### config.mk
export PLATFORM = sky130hd
export DESIGN_NAME = rr_burst_arbiter
export DESIGN_NICKNAME = d
export VERILOG_FILES = /design/src/rtl/arb_pkg.sv /design/src/rtl/rr_pick.sv /design/src/rtl/rr_burst_arbiter.sv
export SDC_FILE = /design/constraint.sdc
export NUM_CORES = 1
export LEC_CHECK = 0
export CAP_MARGIN = 15
export CORE_UTILIZATION = 51
export CTS_CLUSTER_DIAMETER = 50
export DETAILED_ROUTE_END_ITERATION = 12
export PLACE_DENSITY = 0.79
export SYNTH_ARGS = -nofsm -noshare
export SYNTH_HDL_FRONTEND = slang
export SYNTH_SLANG_ARGS = --single-unit
### constraint.sdc
create_clock -name clk -period 2 [get_ports clk]
set_clock_uncertainty 0.15 [all_clocks]
set_input_delay 0.3 -clock clk [delete_from_list [all_inputs] [get_ports clk]]
set_output_delay 0.3 -clock clk [all_outputs]
set_load 0.01 [all_outputs]
### src/rtl/arb_pkg.sv
// Shared definitions for the round-robin burst arbiter and its helpers:
// state encoding, default sizing and a one-hot decode helper.
package arb_pkg;

    typedef enum logic {
        IDLE  = 1'b0,
        GRANT = 1'b1
    } arb_state_e;

    localparam int DEF_N_REQ   = 4;
    localparam int DEF_LEN_W   = 4;
    localparam int DEF_TIMEOUT = 15;

    // Callers truncate to their own requester count (at most 32 requesters).
    function automatic logic [31:0] onehot(input logic [31:0] idx);
        return 32'd1 << idx;
    endfunction

endpackage

### src/rtl/rr_pick.sv
// Combinational round-robin picker: first set request at or after ptr,
// wrapping modulo N_REQ (non-power-of-two counts supported).
module rr_pick #(
    parameter  int N_REQ = 4,
    localparam int ID_W  = $clog2(N_REQ)
) (
    input  logic [N_REQ-1:0] req,
    input  logic [ID_W-1:0]  ptr,
    output logic [ID_W-1:0]  pick,
    output logic             any
);

    logic [ID_W-1:0] cand [N_REQ];

    // cand[gi] is the requester examined at scan offset gi from ptr.
    for (genvar gi = 0; gi < N_REQ; gi++) begin : g_cand
        logic [ID_W:0] sum;
        assign sum      = {1'b0, ptr} + (ID_W+1)'(gi);
        assign cand[gi] = (sum >= (ID_W+1)'(N_REQ)) ? ID_W'(sum - (ID_W+1)'(N_REQ))
                                                    : sum[ID_W-1:0];
    end

    always_comb begin
        pick = '0;
        any  = 1'b0;
        // Scan from the far end so the closest offset to ptr wins.
        for (int i = N_REQ - 1; i >= 0; i--) begin
            if (req[cand[i]]) begin
                pick = cand[i];
                any  = 1'b1;
            end
        end
    end

endmodule

### src/rtl/rr_burst_arbiter.sv
// Round-robin arbiter that holds a grant for a whole burst, counting accepted
// beats, and releases on the last beat or after a stall timeout.
module rr_burst_arbiter
    import arb_pkg::*;
#(
    parameter  int N_REQ   = DEF_N_REQ,
    parameter  int LEN_W   = DEF_LEN_W,
    parameter  int TIMEOUT = DEF_TIMEOUT,
    localparam int ID_W    = $clog2(N_REQ)
) (
    input  logic                   clk,
    input  logic                   rst,
    input  logic [N_REQ-1:0]       req,
    input  logic [N_REQ*LEN_W-1:0] req_len,
    input  logic                   beat,
    output logic [N_REQ-1:0]       gnt,
    output logic [ID_W-1:0]        gnt_id,
    output logic                   busy,
    output logic                   done,
    output logic                   timeout_err
);

    localparam logic [7:0]      STALL_LAST = 8'(TIMEOUT - 1);
    localparam logic [ID_W-1:0] LAST_ID    = ID_W'(N_REQ - 1);

    arb_state_e       state_q,       state_d;
    logic [ID_W-1:0]  ptr_q,         ptr_d;
    logic [N_REQ-1:0] gnt_q,         gnt_d;
    logic [ID_W-1:0]  gnt_id_q,      gnt_id_d;
    logic [LEN_W-1:0] len_q,         len_d;
    logic [LEN_W-1:0] beat_cnt_q,    beat_cnt_d;
    logic [7:0]       stall_cnt_q,   stall_cnt_d;
    logic             done_q,        done_d;
    logic             timeout_err_q, timeout_err_d;

    logic [ID_W-1:0]  pick;
    logic             any;
    logic [ID_W-1:0]  next_ptr;

    rr_pick #(.N_REQ(N_REQ)) u_pick (
        .req  (req),
        .ptr  (ptr_q),
        .pick (pick),
        .any  (any)
    );

    // Priority restarts just after the requester that was last served.
    assign next_ptr = (gnt_id_q == LAST_ID) ? '0 : gnt_id_q + 1'b1;

    always_comb begin
        state_d       = state_q;
        ptr_d         = ptr_q;
        gnt_d         = gnt_q;
        gnt_id_d      = gnt_id_q;
        len_d         = len_q;
        beat_cnt_d    = beat_cnt_q;
        stall_cnt_d   = stall_cnt_q;
        done_d        = 1'b0;
        timeout_err_d = 1'b0;
        case (state_q)
            IDLE: begin
                if (any) begin
                    state_d     = GRANT;
                    gnt_d       = N_REQ'(onehot(32'(pick)));
                    gnt_id_d    = pick;
                    len_d       = req_len[32'(pick)*LEN_W +: LEN_W];
                    beat_cnt_d  = '0;
                    stall_cnt_d = '0;
                end
            end
            GRANT: begin
                // A beat always wins over a timeout landing in the same cycle.
                if (beat) begin
                    stall_cnt_d = '0;
                    if (beat_cnt_q == len_q) begin
                        state_d = IDLE;
                        gnt_d   = '0;
                        ptr_d   = next_ptr;
                        done_d  = 1'b1;
                    end else begin
                        beat_cnt_d = beat_cnt_q + 1'b1;
                    end
                end else if (stall_cnt_q == STALL_LAST) begin
                    state_d       = IDLE;
                    gnt_d         = '0;
                    ptr_d         = next_ptr;
                    timeout_err_d = 1'b1;
                end else begin
                    stall_cnt_d = stall_cnt_q + 1'b1;
                end
            end
            default: begin
                state_d = IDLE;
                gnt_d   = '0;
            end
        endcase
    end

    always_ff @(posedge clk or posedge rst) begin
        if (rst) begin
            state_q       <= IDLE;
            ptr_q         <= '0;
            gnt_q         <= '0;
            gnt_id_q      <= '0;
            len_q         <= '0;
            beat_cnt_q    <= '0;
            stall_cnt_q   <= '0;
            done_q        <= 1'b0;
            timeout_err_q <= 1'b0;
        end else begin
            state_q       <= state_d;
            ptr_q         <= ptr_d;
            gnt_q         <= gnt_d;
            gnt_id_q      <= gnt_id_d;
            len_q         <= len_d;
            beat_cnt_q    <= beat_cnt_d;
            stall_cnt_q   <= stall_cnt_d;
            done_q        <= done_d;
            timeout_err_q <= timeout_err_d;
        end
    end

    assign gnt         = gnt_q;
    assign gnt_id      = gnt_id_q;
    assign busy        = (state_q == GRANT);
    assign done        = done_q;
    assign timeout_err = timeout_err_q;

endmodule

Word-level counts from Yosys, hierarchy flattened
Index checks and enable logic that the tools add are counted.

word-level totals
  bits in registers = 27
  logic and storage cells = 94

cells by class
  add/subtract/negate cells = 10
  $lt $le $gt $ge = 8
  equal/unequal tests = 10
  shifts and indexed selects = 2
  mux-type cells = 48
  bitwise logic cells = 1
  reduce and logical (&&, ||, !) cells = 6

operators with widths
  kind                 number
  $mux 4               7
  $mux 2               12
  $mux 8               3
  $mux 1               18
  $pmux 4 s2           2
  $pmux 8 s2           1
  $shiftx 16x5->4      1
  $lt 2x3->1 const B   4
  $ge 3x3->1 const B   3
  $reduce_and 3->1     3
  $add 8x1->8 const B  1
  $bmux 1 s2           4
  $eq 8x4->1 const B   1
  $sub 2x1->2 const B  4
  $add 2x2->3 const B  2
  $ne 2x2->1 const B   3
  $ne 3x2->1 const B   2
  $add 4x1->4 const B  1
  $eq 4x4->1           1
  $reduce_and 2->1     2
  $shl 1x2->4 const A  1
  $add 2x1->3 const B  1
  $ge 2x3->1 const B   1
  $ne 3x3->1 const B   1
  6 further kinds      6

Logic depth before layout (Yosys ltp)
Gate-level depths: netlist of the first run.

  depth after elaboration = 12
  gate-level depth with buffers = 7
  gate-level depth less buffers = 7

Cells and area by module
From an unflattened synthesis of the first run, not the netlist that was laid out.

unflattened totals
  cells, all modules = 145
  area, all modules = 1498.9 um^2

modules (own cells, without submodules)
  module            instances  cells each  area an instance (um^2)  seq. area each (um^2)
  rr_burst_arbiter  1          132         1421.4                   675.6
  rr_pick           1          13          77.6                     0.0

Worst setup path after synthesis of the first run
OpenSTA, ideal clock, no wires.

  path type = reg-to-reg
  from = register beat_cnt_q[0]
  to = register ptr_q[0]
  library setup time = 0.125 ns
  data arrival time = 1.508 ns
  path slack = 0.217 ns
  cell stages (with the launch flop) = 6
  cell sequence = dfrtp_1 > xor2_1 > nor4_1 > and2_1 > o21bai_1 > mux2_2

between the ends
  longest elaborated chain between the ends = 3

RTL lines
  item                        line                     RTL
  start: declaration          rr_burst_arbiter.sv:31   logic [LEN_W-1:0] beat_cnt_q, beat_cnt_d;
  start signal: assignment    rr_burst_arbiter.sv:116  beat_cnt_q <= beat_cnt_d;
  $eq 4x4->1                  rr_burst_arbiter.sv:75   if (beat_cnt_q == len_q) begin
  $ne 2x1->1 (no line)        --
  $reduce_and 3->1 (no line)  --
  end signal: assignment      rr_burst_arbiter.sv:112  ptr_q <= ptr_d;
  end: declaration            rr_burst_arbiter.sv:27   logic [ID_W-1:0] ptr_q, ptr_d;

No other way between the ends.
A chain may end at the register's enable or synchronous reset.

Worst setup path in the final report of the first run
  from = register beat_cnt_q[2]
  to = register ptr_q[1]

The elaborated chain is that of the path after synthesis.

==> results of run 1 <==
-- flip-flops by register name, summed over array words and instances (netlist names) --
name / flops
beat_cnt_q: 4
busy: 1
done: 1
gnt: 4
gnt_id: 2
len_q: 4
ptr_q: 2
stall_cnt_q: 8
timeout_err: 1
-- timing repair --
item                       in CTS  in global routing
gates resized for setup         0                  3
setup endpoints to repair       0                  2
setup buffers                   0                  1
hold buffers                    0                  0
-- power by group through the flow --
stage                     clock [mW]  sequential (mW)  combinational (mW)
after floorplan                    0            0.890               0.636
after global placement             0            0.890                1.07
after detailed placement           0            0.904                1.12
after CTS                      0.263            0.891                1.13
after global routing           0.286            0.911                1.30
final                          0.251            0.890                1.17
-- worst min-delay path by stage --
stage,startpoint,slack [ps],endpoint,cells after the start
floorplan,rst,200,beat_cnt_q[0],1
global placement,gnt_id[1],350,gnt_id[1],2
global route,rst,170,beat_cnt_q[1],3
CTS,rst,160,beat_cnt_q[0],3
detailed placement,len_q[0],370,len_q[0],2
finish,rst,150,beat_cnt_q[0],3
-- worst max-delay path, delay by kind of cell (launching register included) --
kind / cells / cell delay (ps)
multiplexers: 1 / 350
AO/OA/AOI/OAI: 1 / 130
AND/OR/NAND/NOR: 2 / 550
XOR/XNOR: 1 / 200
flip-flops: 1 / 440
-- layout make-up --
class	instances	area (sq um)
Clock buffer	3	22.5
Fill cell	202	697
Clock inverter	1	8.76
Sequential cell	27	676
Tap cell	31	38.8
Inverter	9	33.8
Multi-Input combinational cell	125	883
Timing Repair Buffer	52	493
-- cell usage in the layout, fill, tap and decap left out, types with 2 or more instances in the layout --
master,instances
and2b_1,3
o21ai_0,11
o22ai_1,3
inv_1,8
nor2_1,11
mux2_2,2
dfrtp_1,27
a211o_1,3
nand2b_1,4
nand4_1,4
o21ai_1,2
a211o_2,2
ha_1,4
mux2i_1,5
nand3_1,5
buf_12,2
a21oi_1,3
o211ai_1,3
a21o_1,2
xnor2_1,2
buf_4,19
clkdlybuf4s50_1,31
nand2_1,20
clkbuf_4,3
xor2_1,9
and3_1,2
-- per-layer routing --
metal,vias up,track usage,wire (um)
met5,-,0,0
met2,50,0.414,1850
met4,0,0.0646,63
met3,10,0.0402,168
met1,682,0.355,1690
li1,693,-,-
-- cell families after synthesis --
logic type	Yosys count
AO/OA/AOI/OAI	39
XOR/XNOR	11
adder cells (fa/ha/maj)	4
buffers and inverters	11
flip-flops	27
multiplexers	7
AND/OR/NAND/NOR	64
-- per-stage QoR --
stage / hold slack [ps] / setup TNS (ps) / total power [mW]
after floorplan: 203 / 0 / 1.53
after global placement: 352 / -1260 / 1.96
after detailed placement: 366 / -2020 / 2.02
after CTS: 156 / 0 / 2.29
after global routing: 168 / 0 / 2.50
final: 149 / 0 / 2.31
-- synth_stat cells, types with 2 or more instances --
| cell type | count |
|---|---|
| buf_2 | 2 |
| nand4_1 | 4 |
| a211o_2 | 2 |
| xor2_1 | 9 |
| a211o_1 | 3 |
| ha_1 | 4 |
| nor2_1 | 11 |
| a21o_1 | 2 |
| nor4_1 | 2 |
| xnor2_1 | 2 |
| nand2b_1 | 4 |
| mux2_2 | 2 |
| and2b_1 | 3 |
| o211ai_1 | 3 |
| a21oi_1 | 3 |
| o21ai_1 | 2 |
| o22ai_1 | 3 |
| dfrtp_1 | 27 |
| inv_1 | 8 |
| mux2i_1 | 5 |
| o21ai_0 | 11 |
| nand2_1 | 20 |
| and2_1 | 2 |
| nand3_1 | 5 |
| and3_1 | 2 |
==> flow_summary.json, run 1 <==
{
  "status": "finished, violations left",
  "violations": "DRC",
  "synth_top_family_by_area": "simple AND/OR/NAND/NOR gates",
  "seq_area_frac_synth": 0.425,
  "viasPerCell": 5.79,
  "cts_made_buffers": 3,
  "grt_antenna_before_repair": 0,
  "hold_path.class": "input pin to async pin",
  "r2r_slack_ps": 100,
  "post-route-min-period_ps": 1900,
  "cap_violations": 0,
  "critPathMaxStageDelay_ps": 440,
  "timing.rr.end": "ptr_q[1]",
  "nets": 245,
  "grt_usage": 0.254,
  "clkPwrFrac": 0.108,
  "routed_wl_mm": 3.77,
  "yosys_warnings": 0,
  "synth_top_area_cell": "dfrtp_1",
  "setup_ws_ps": 95.8,
  "p_sw_frac": 0.388,
  "critical_path.cell_chain": "xor2_1 -> nor4_2 -> and2_4 -> o21bai_2 -> mux2_2",
  "rr_worst_depth": 5,
  "cp-endpoint": "ptr_q[1]",
  "die_area_sq_mm": 0.00335,
  "core_area_sq_mm": 0.00285,
  "slew_violations": 0,
  "dp_slack_ps": -228,
  "synthAdderAreaFrac": 0.0315,
  "drc": 2,
  "pwr-share-comb": 0.506,
  "htreeDepth": 1,
  "globalplace.congestion": 0.842,
  "place_area_sq_mm": 0.00210,
  "port_buffers": 31,
  "cp_max_fo": 3,
  "path_clk_slew_ps": 160,
  "max_clock_freq_mhz": 525,
  "cellPowerDensity_mw_per_mm2": 1070,
  "instances_no_fill": 248,
  "yosysTopAreaCellShare": 0.425,
  "mappedNetlistArea_sq_mm": 0.00159,
  "tightestPinTransition_ps": 439,
  "ir_drop_uv": 673,
  "synth_seq_cells": 27,
  "ios": 32,
  "dp_cells": 243,
  "synth.distinct_cells": 47,
  "final_util": 0.756,
  "syn-num-nets": 190,
  "die_y_um": 57.8,
  "synthCells": 163,
  "crit_start": "beat_cnt_q[2]",
  "die_w_um": 57.8,
  "intPower_mw": 1.41,
  "final_area_sq_mm": 0.00216,
  "cts_tree": "built",
  "num_rows": 19,
  "clock_latency_ps": 330,
  "cp_slowest_cell": "dfrtp_1",
  "overflow": 0,
  "layout-drive-gt1-share": 0.194,
  "drt-pass1-iter-count": 8,
  "synth_compound_area_frac": 0.186,
  "synth_area_per_cell_sq_um": 9.76,
  "start_util": 0.557,
  "synthXorXnorAreaFrac": 0.0606,
  "synth_mux_area_frac": 0.0456,
  "pwr-share-seq": 0.385,
  "cts_root_buf": "clkbuf_4",
  "dp.final_hpwl_mm": 2.97,
  "synth-edff-count": 0,
  "grt_pass1_wl_mm": 6.56,
  "p_sw_mw": 0.896,
  "rsz0062_at_grt": "false",
  "r2r-start": "beat_cnt_q[2]",
  "grt_pass1_vias": 1481,
  "slew_headroom": 0.704,
  "vias": 1435,
  "drtAntennaViolNets": 0,
  "cp.arrival_ps": 1980,
  "clkSinkCount": 27,
  "wl_per_cell_um": 15.2,
  "synthArstFlopShare": 1.00,
  "grt_start_max_net_pins": 28,
  "finalSetupViolations": 0,
  "area_growth_pct": 35.6,
  "finalHoldViolations": 0,
  "ys_top_cells_by_area": "dfrtp_1, xor2_1, nand2_1",
  "cts_buffer_depth": 2,
  "start_kind": "flop",
  "synth_top_flop_cell": "dfrtp_1",
  "crit_required_ps": 2080,
  "antennaDiodeCount": 0,
  "cp-end-kind": "flop",
  "fin_crit_sh": 0.952,
  "path_class": "flop to flop",
  "yosys.area_share.simple": 0.223,
  "first_iter_violations": 49,
  "leakage_nw": 0.977
}
No activity file was read; power rests on OpenSTA's default activity.
==> inputs of run 2 (changes only) <==
--- a/config.mk
+++ b/config.mk
@@ -6,6 +6,7 @@
 export NUM_CORES = 1
 export LEC_CHECK = 0
 export CAP_MARGIN = 15
+export CORE_ASPECT_RATIO = 0.8
 export CORE_UTILIZATION = 51
 export CTS_CLUSTER_DIAMETER = 50
 export DETAILED_ROUTE_END_ITERATION = 12
==> flow_summary.json, run 2 (synthesis results as in run 1) <==
{
  "dr_wl_met2_mm": 1.86,
  "top_layer": "met3",
  "p_sw_frac": 0.384,
  "hold_path.class": "input pin to async pin",
  "core_area_sq_mm": 0.00285,
  "path_class": "flop to flop",
  "drt-pass1-iter-count": 4,
  "clkSinkCount": 27,
  "grt_start_max_net_pins": 28,
  "dp_slack_ps": -227,
  "dr_wl_met3_um": 182,
  "grt_pass1_wl_mm": 6.26,
  "grt_pass1_vias": 1394,
  "cellPowerDensity_mw_per_mm2": 1110,
  "wl_per_cell_um": 15.1,
  "clkPwrFrac": 0.125,
  "max_clock_freq_mhz": 516,
  "vias": 1426,
  "area_growth_pct": 38.2,
  "crit_buf_inv": 0,
  "start_kind": "flop",
  "die_y_um": 51.9,
  "layout_common_cells": "clkdlybuf4s50_1, dfrtp_1, nand2_1, buf_4",
  "pwr-share-comb": 0.510,
  "cts_tree": "built",
  "drc": 0,
  "cp_top_family": "simple AND/OR/NAND/NOR gates",
  "clock_latency_ps": 270,
  "grt_antenna_before_repair": 0,
  "cts_made_buffers": 3,
  "drtAntennaViolNets": 0,
  "dp.final_hpwl_mm": 3.05,
  "cap_violations": 0,
  "slew_violations": 0,
  "critical_path.cell_chain": "xor2_1 -> nor4_2 -> and2_4 -> o21bai_1 -> mux2_2",
  "cts_root_buf": "clkbuf_8",
  "grt_usage": 0.251,
  "antennaDiodeCount": 0,
  "regMostFlops": "stall_cnt_q",
  "seq_area_sq_um": 676,
  "finalHoldViolations": 0,
  "port_buffers": 31,
  "die_w_um": 64.4,
  "fill_cells": 200,
  "cts_buffer_depth": 2,
  "p_sw_mw": 0.935,
  "cp_slowest_cell": "dfrtp_1",
  "num_rows": 17,
  "layout_commonest_cell": "clkdlybuf4s50_1",
  "pwr-share-seq": 0.364,
  "fin_crit_sh": 0.970,
  "finalSetupViolations": 0,
  "overflow": 0,
  "status": "finished clean",
  "leakage_nw": 0.984,
  "met1_length_mm": 1.84,
  "cp_max_fo": 2,
  "hold_ws_ps": 229,
  "cp-end-kind": "flop",
  "viasPerCell": 5.57,
  "multi_input_area_sq_um": 896,
  "globalplace.congestion": 0.852,
  "crit_required_ps": 2010,
  "tightestPinTransition_ps": 337,
  "start_util": 0.558,
  "layout-drive-gt1-share": 0.193,
  "critPathMaxStageDelay_ps": 410,
  "cp.arrival_ps": 1950,
  "setup_ws_ps": 60.5,
  "intPower_mw": 1.50,
  "die_area_sq_mm": 0.00335,
  "post-route-min-period_ps": 1940,
  "path_clk_slew_ps": 90,
  "nets": 246,
  "ir_drop_uv": 790,
  "first_iter_violations": 94,
  "largest_register_ffs": 8,
  "slew_headroom": 0.774,
  "htreeDepth": 1,
  "routed_wl_mm": 3.88,
  "ios": 32
}
## run 2: cell count changes in the layout (fill, tap and decap cells not counted), sizes merged
cell	delta
buf	+1
clkbuf	+1
inv	-1
## run 2: power groups by stage
stage          registers (mW)  clock network (mW)  logic, mW
2_1_floorplan           0.890                   0      0.636
3_3_place_gp            0.887                   0       1.10
3_5_place_dp            0.898                   0       1.16
4_1_cts                 0.887               0.311       1.17
5_1_grt                 0.914               0.335       1.37
6_report                0.888               0.306       1.24
## run 2: layer usage
metal  up-vias  global-route usage
li1        696                   -
met1       689               0.346
met2        41               0.426
met3         0              0.0526
met4         0              0.0148
met5         -                   0
## run 2: final timing paths
check,start,end,slack [ps],cells after the start
min in group clk,ptr_q[0],ptr_q[0],380,1
min reg2reg,ptr_q[0],ptr_q[0],380,1
max in group asynchronous,rst,stall_cnt_q[7],1210,3
max reg2reg,beat_cnt_q[2],ptr_q[1],60,5
max,beat_cnt_q[2],ptr_q[1],60,5
min,rst,timeout_err,230,3
## run 2: worst reg2reg max path: stages (launching register included)
cell,delay (ps)
dfrtp_1,410
xor2_1,190
nor4_2,330
and2_4,210
o21bai_1,170
mux2_2,370
## run 2: per-stage QoR
| stage | cell area (sq um) | setup TNS, ps | std cells | utilization | power (mW) |
|---|---|---|---|---|---|
| after floorplan | 1590 | 0 | 163 | - | 1.53 |
| after global placement | 2110 | -1190 | 250 | 0.741 | 1.98 |
| after detailed placement | 2110 | -2210 | 250 | 0.741 | 2.06 |
| after CTS | 2160 | 0 | 254 | 0.757 | 2.37 |
| after global routing | 2200 | -10.5 | 256 | 0.771 | 2.62 |
| final | 2200 | 0 | 256 | 0.771 | 2.44 |
## run 2: layout make-up
type,instances,area share
tap,38,0.0216
multi-input combinational,125,0.408
inverter,9,0.0154
timing repair buffer,53,0.228
clock buffer,4,0.0205
sequential,27,0.307
## run 2: timing repair
action	CTS	global route
setup buffers	0	2
endpoints found under the setup margin	0	7
resized for setup	0	5
hold endpoints to repair	0	0
hold buffers	0	0
==> RTL edit 1: new RTL, settings of run 2 <==
Change the package constant `DEF_N_REQ` from 4 to 8.
--- a/src/rtl/arb_pkg.sv
+++ b/src/rtl/arb_pkg.sv
@@ -7,7 +7,7 @@
         GRANT = 1'b1
     } arb_state_e;
 
-    localparam int DEF_N_REQ   = 4;
+    localparam int DEF_N_REQ   = 8;
     localparam int DEF_LEN_W   = 4;
     localparam int DEF_TIMEOUT = 15;
 
Ports: changed (resized gnt, gnt_id, req and req_len); port bits go from 32 to 57. No check against the original RTL was run, so the function may have changed too.
==> RTL edit 1 against run 2 <==
- the run now ends with setup timing left
- total power increased to 3.8 times the old value
- sequential power increased by 28%
- combinational power increased to 5.9 times the old value
- routed wire length increased to 2.6 times the old value
- sequential cell count increased by 6
- design area increased by 91%
- synthesized cell count increased by 85%
- worst setup slack got worse by 1.6 ns
- area after synthesis increased by 71%
- critical endpoint is now len_q[0]
- largest cell class unchanged
- largest power group unchanged
==> RTL edit 1: results (changes against run 2) <==
* Status: finished with violations (was finished, final reports clean)
* Failing checks: setup timing
* WL met1 at 3.81 mm (was 1.84 mm)
* Non-Clock Inverter Count at 11 (was 9)
* # setup viols final at 28 (was 0)
* Synth area leaders: dfrtp_1, mux2i_1, mux4_2 (was dfrtp_1, xor2_1, nand2_1)
* Pre-antenna DRT Iters at 5 (was 4)
* Nets at 478 (was 246)
* Vias/cell at 6.51 (was 5.57)
* Total Routed Length at 10.0 mm (was 3.88 mm)
* CP max FO at 10 (was 2)
* Post-synth cell types at 57 (was 47)
* Layout cells sized above 1 at 30.1% (was 19.3%)
* Buffers on Ports at 56 (was 31)
* Largest net degree at the start of global routing at 34 (was 28)
* Total negative slack at -29.06 ns (was 0 ns)
* Reg-to-reg endpoint: len_q[0] (was ptr_q[1])
* Clock power frac at 8.2% (was 12.5%)
* Synth cell count leaders: nand2_1, dfrtp_1, o21ai_0 (was dfrtp_1, nand2_1, nor2_1, o21ai_0, xor2_1)
* Number of global-route vias before repair at 3018 (was 1394)
* Net Switching at 4080 uW (was 935 uW)
* Drt initial violations at 348 (was 94)
* H-tree depth at 2 (was 1)
* Clock network share of area at 3.18% (was 2.05%)
* Placed inst area at 3870 um2 (was 2110 um2)
* Final worst setup slack at -1.52 ns (was 0.0605 ns)
* Signal buffers at 133 (was 53)
* Fill count at 273 (was 200)
* Compound-cell area share of the yosys netlist at 21.5% (was 18.6%)
* Total Routing Usage GR at 34.2% (was 25.1%)
* Worst EP arrival at 3.52 ns (was 1.95 ns)
* Postcts setup bufs at 2 (was 0)
* Final Non-Filler Cells at 491 (was 256)
* GRT met1 Usage at 43.9% (was 34.6%)
* Top routing layer in use: met4 (was met3)
* P_leak at 0.00184 uW (was 0.000984 uW)
* Clock Buffer Count at 5 (was 4)
* Wire length on met2 at 4.70 mm (was 1.86 mm)
* Peak supply drop at 1700 uV (was 790 uV)
* Multi-input gate area at 1910 um2 (was 896 um2)
* Post-CTS resize count at 15 (was 0)
* Worst R2R Start: ptr_q[0] (was beat_cnt_q[2])
* Part of the Yosys area used for sequential elements at 30.3% (was 42.5%)
* Slowest CP cell: mux4_2 (was dfrtp_1)
* Seq area share at 19.7% (was 30.7%)
* Multi-input combinational area share at 45.4% (was 40.8%)
* Post-Syn Nets at 352 (was 190)
==> RTL edit 1: changes by cell type in the layout (fill, tap and decap cells not counted), moves of 6 or more <==
| cell | delta |
|---|---|
| nand2_1 | +16 |
| mux4_2 | +10 |
| o22a_1 | +6 |
| buf_4 | +48 |
| o21ai_0 | +10 |
| buf_6 | +6 |
| xor2_1 | -7 |
| a31oi_1 | +6 |
| nor2_1 | +10 |
| mux2i_1 | +18 |
| clkdlybuf4s50_1 | +25 |
| a21oi_1 | +12 |
| o21ai_2 | +6 |
==> RTL edit 1: worst max-delay path by stage <==
stage	startpoint	endpoint	slack (ns)	cells past startpoint
2_1_floorplan	ptr_q[0]	len_q[0]	-1.56	15
3_3_place_gp	req[4]	len_q[0]	-1.42	11
3_5_place_dp	req[4]	len_q[0]	-1.50	11
4_1_cts	ptr_q[0]	len_q[0]	-1.42	12
5_1_grt	ptr_q[1]	len_q[0]	-1.69	11
6_report	ptr_q[0]	len_q[0]	-1.52	11
==> RTL edit 2: new RTL, config.mk and constraints of run 2 <==
Without the edit above. The output `timeout_err` loses its register stage (`timeout_err_q` becomes a continuous assignment).
--- a/src/rtl/rr_burst_arbiter.sv
+++ b/src/rtl/rr_burst_arbiter.sv
@@ -106,7 +106,6 @@
             beat_cnt_q    <= '0;
             stall_cnt_q   <= '0;
             done_q        <= 1'b0;
-            timeout_err_q <= 1'b0;
         end else begin
             state_q       <= state_d;
             ptr_q         <= ptr_d;
@@ -116,9 +115,10 @@
             beat_cnt_q    <= beat_cnt_d;
             stall_cnt_q   <= stall_cnt_d;
             done_q        <= done_d;
-            timeout_err_q <= timeout_err_d;
         end
     end
+
+    assign timeout_err_q = timeout_err_d;
 
     assign gnt         = gnt_q;
     assign gnt_id      = gnt_id_q;
Behaviour: no difference found for any inputs over 10 cycles, from zero or initial values and one cycle with rst high; that may be too few to reach the edited logic, so the function may still have changed.
==> RTL edit 2 against run 2 <==
- sequential cell count fell by 1
- routed wire length fell by 18%
- first-iteration DRC count fell by 36%
- worst setup slack improved by 0.045 ns
- clock power fell by 14%
- design area fell by 9.6%
- area after synthesis fell by 7.6%
- total power fell by 13%
- highest routed layer is now met4
==> RTL edit 2: results (changes against run 2) <==
* Status: finished, final reports clean (unchanged)
* Hpwl dp at 2.47 mm (was 3.05 mm)
* Fill count at 211 (was 200)
* Diodes inserted at 0 (unchanged)
* Post-CTS resize count at 4 (was 0)
* RePlAce Congestion at 0.812 (was 0.852)
* Syn Area/Cell at 10.3 um2 (was 9.76 um2)
* Synthesized flop and latch total at 26 (was 27)
* Peak supply drop at 672 uV (was 790 uV)
* Part of the Yosys area used for sequential elements at 44.3% (was 42.5%)
* Later-pin clock latency in the skew report at 0.33 ns (was 0.27 ns)
* Total Power at 2110 uW (was 2440 uW)
* CTS clk-pin slew, worst paths at 0.14 ns (was 0.09 ns)
* Seq. pwr at 854 uW (was 888 uW)
* Largest net degree at the start of global routing at 27 (was 28)
* Nets at 221 (was 246)
* Final Non-Filler Cells at 231 (was 256)
* NonClk Buf Share at 23.4% (was 22.8%)
* First-pass GRT wire length at 5.19 mm (was 6.26 mm)
* Placed inst area at 1940 um2 (was 2110 um2)
* CTS Buffer Depth at 2 (unchanged)
* Post-route ant nets at 0 (unchanged)
* Max-slew headroom at 68.8% (was 77.4%)
* Post-Synth Adder-Cell Area at 3.41% (was 3.15%)
* Postcts setup bufs at 1 (was 0)
* Synth cell count leaders: dfrtp_1, nand2_1, nor2_1 (was dfrtp_1, nand2_1, nor2_1, o21ai_0, xor2_1)
* Multi-input gate area at 751 um2 (was 896 um2)
* Signal buffers at 49 (was 53)
* Area Overhead vs Synth at 35.3% (was 38.2%)
* Root Driver: clkbuf_4 (was clkbuf_8)
* Post-Syn Nets at 170 (was 190)
* Max reg flops at 8 (unchanged)
* Total internal power at 1340 uW (was 1500 uW)
* Synth area leaders: dfrtp_1, mux2i_1, o221ai_2 (was dfrtp_1, xor2_1, nand2_1)
* P_leak at 0.000925 uW (was 0.000984 uW)
* Multi-input gates at 104 (was 125)
* TritonCTS buffer count at 3 (unchanged)
* Layout cells sized above 1 at 19.2% (was 19.3%)
* Drt initial violations at 60 (was 94)
* Most flop-heavy register: stall_cnt_q (unchanged)
* Post-synth cell types at 36 (was 47)
* Worst EP arrival at 1.44 ns (was 1.95 ns)
* DR WL/cell at 13.7 um (was 15.1 um)
* Mux contribution to synthesized area at 6.22% (was 4.56%)
* Compound-cell area share of the yosys netlist at 14.1% (was 18.6%)
* Post-synthesis xor/xnor area fraction at 5.96% (was 6.06%)
* Storage cell area at 651 um2 (was 676 um2)
* Post-Place Worst Slack at -0.158 ns (was -0.227 ns)
* Pre-antenna DRT Iters at 6 (was 4)
* Non-Clock Inverter Count at 10 (was 9)
* Clock network share of area at 1.83% (was 2.05%)
* Vias after detailed routing at 1224 (was 1426)
* Slowest CP cell: dfrtp_1 (unchanged)
* Total Routing Usage GR at 23.6% (was 25.1%)
[RTL edit 2: critical path: cells and delay by family (launching register included)]
| family | cells | cell delay, ns |
|---|---|---|
| buf+inv | 3 | 0.35 |
| simple gates | 2 | 0.36 |
| flops | 1 | 0.42 |
[RTL edit 2: path summary, 6_finish.rpt]
kind / start / end / slack (ns) / cells after the start
setup / recovery: stall_cnt_q[4] / timeout_err / 0.11 / 5
hold / removal: rst / len_q[1] / 0.16 / 3
setup reg to reg: stall_cnt_q[1] / stall_cnt_q[7] / 0.15 / 6
hold reg to reg: gnt[0] / gnt[0] / 0.36 / 1
max in group asynchronous: rst / len_q[0] / 1.28 / 3
min in group clk: gnt[0] / gnt[0] / 0.36 / 1
[RTL edit 2: layer usage]
layer	vias up	track usage, %	wire length [um]
met5	-	0	0
met3	2	5.77	100
li1	604	-	-
met1	590	30.5	1430
met2	28	38.7	1620
met4	0	6.67	17
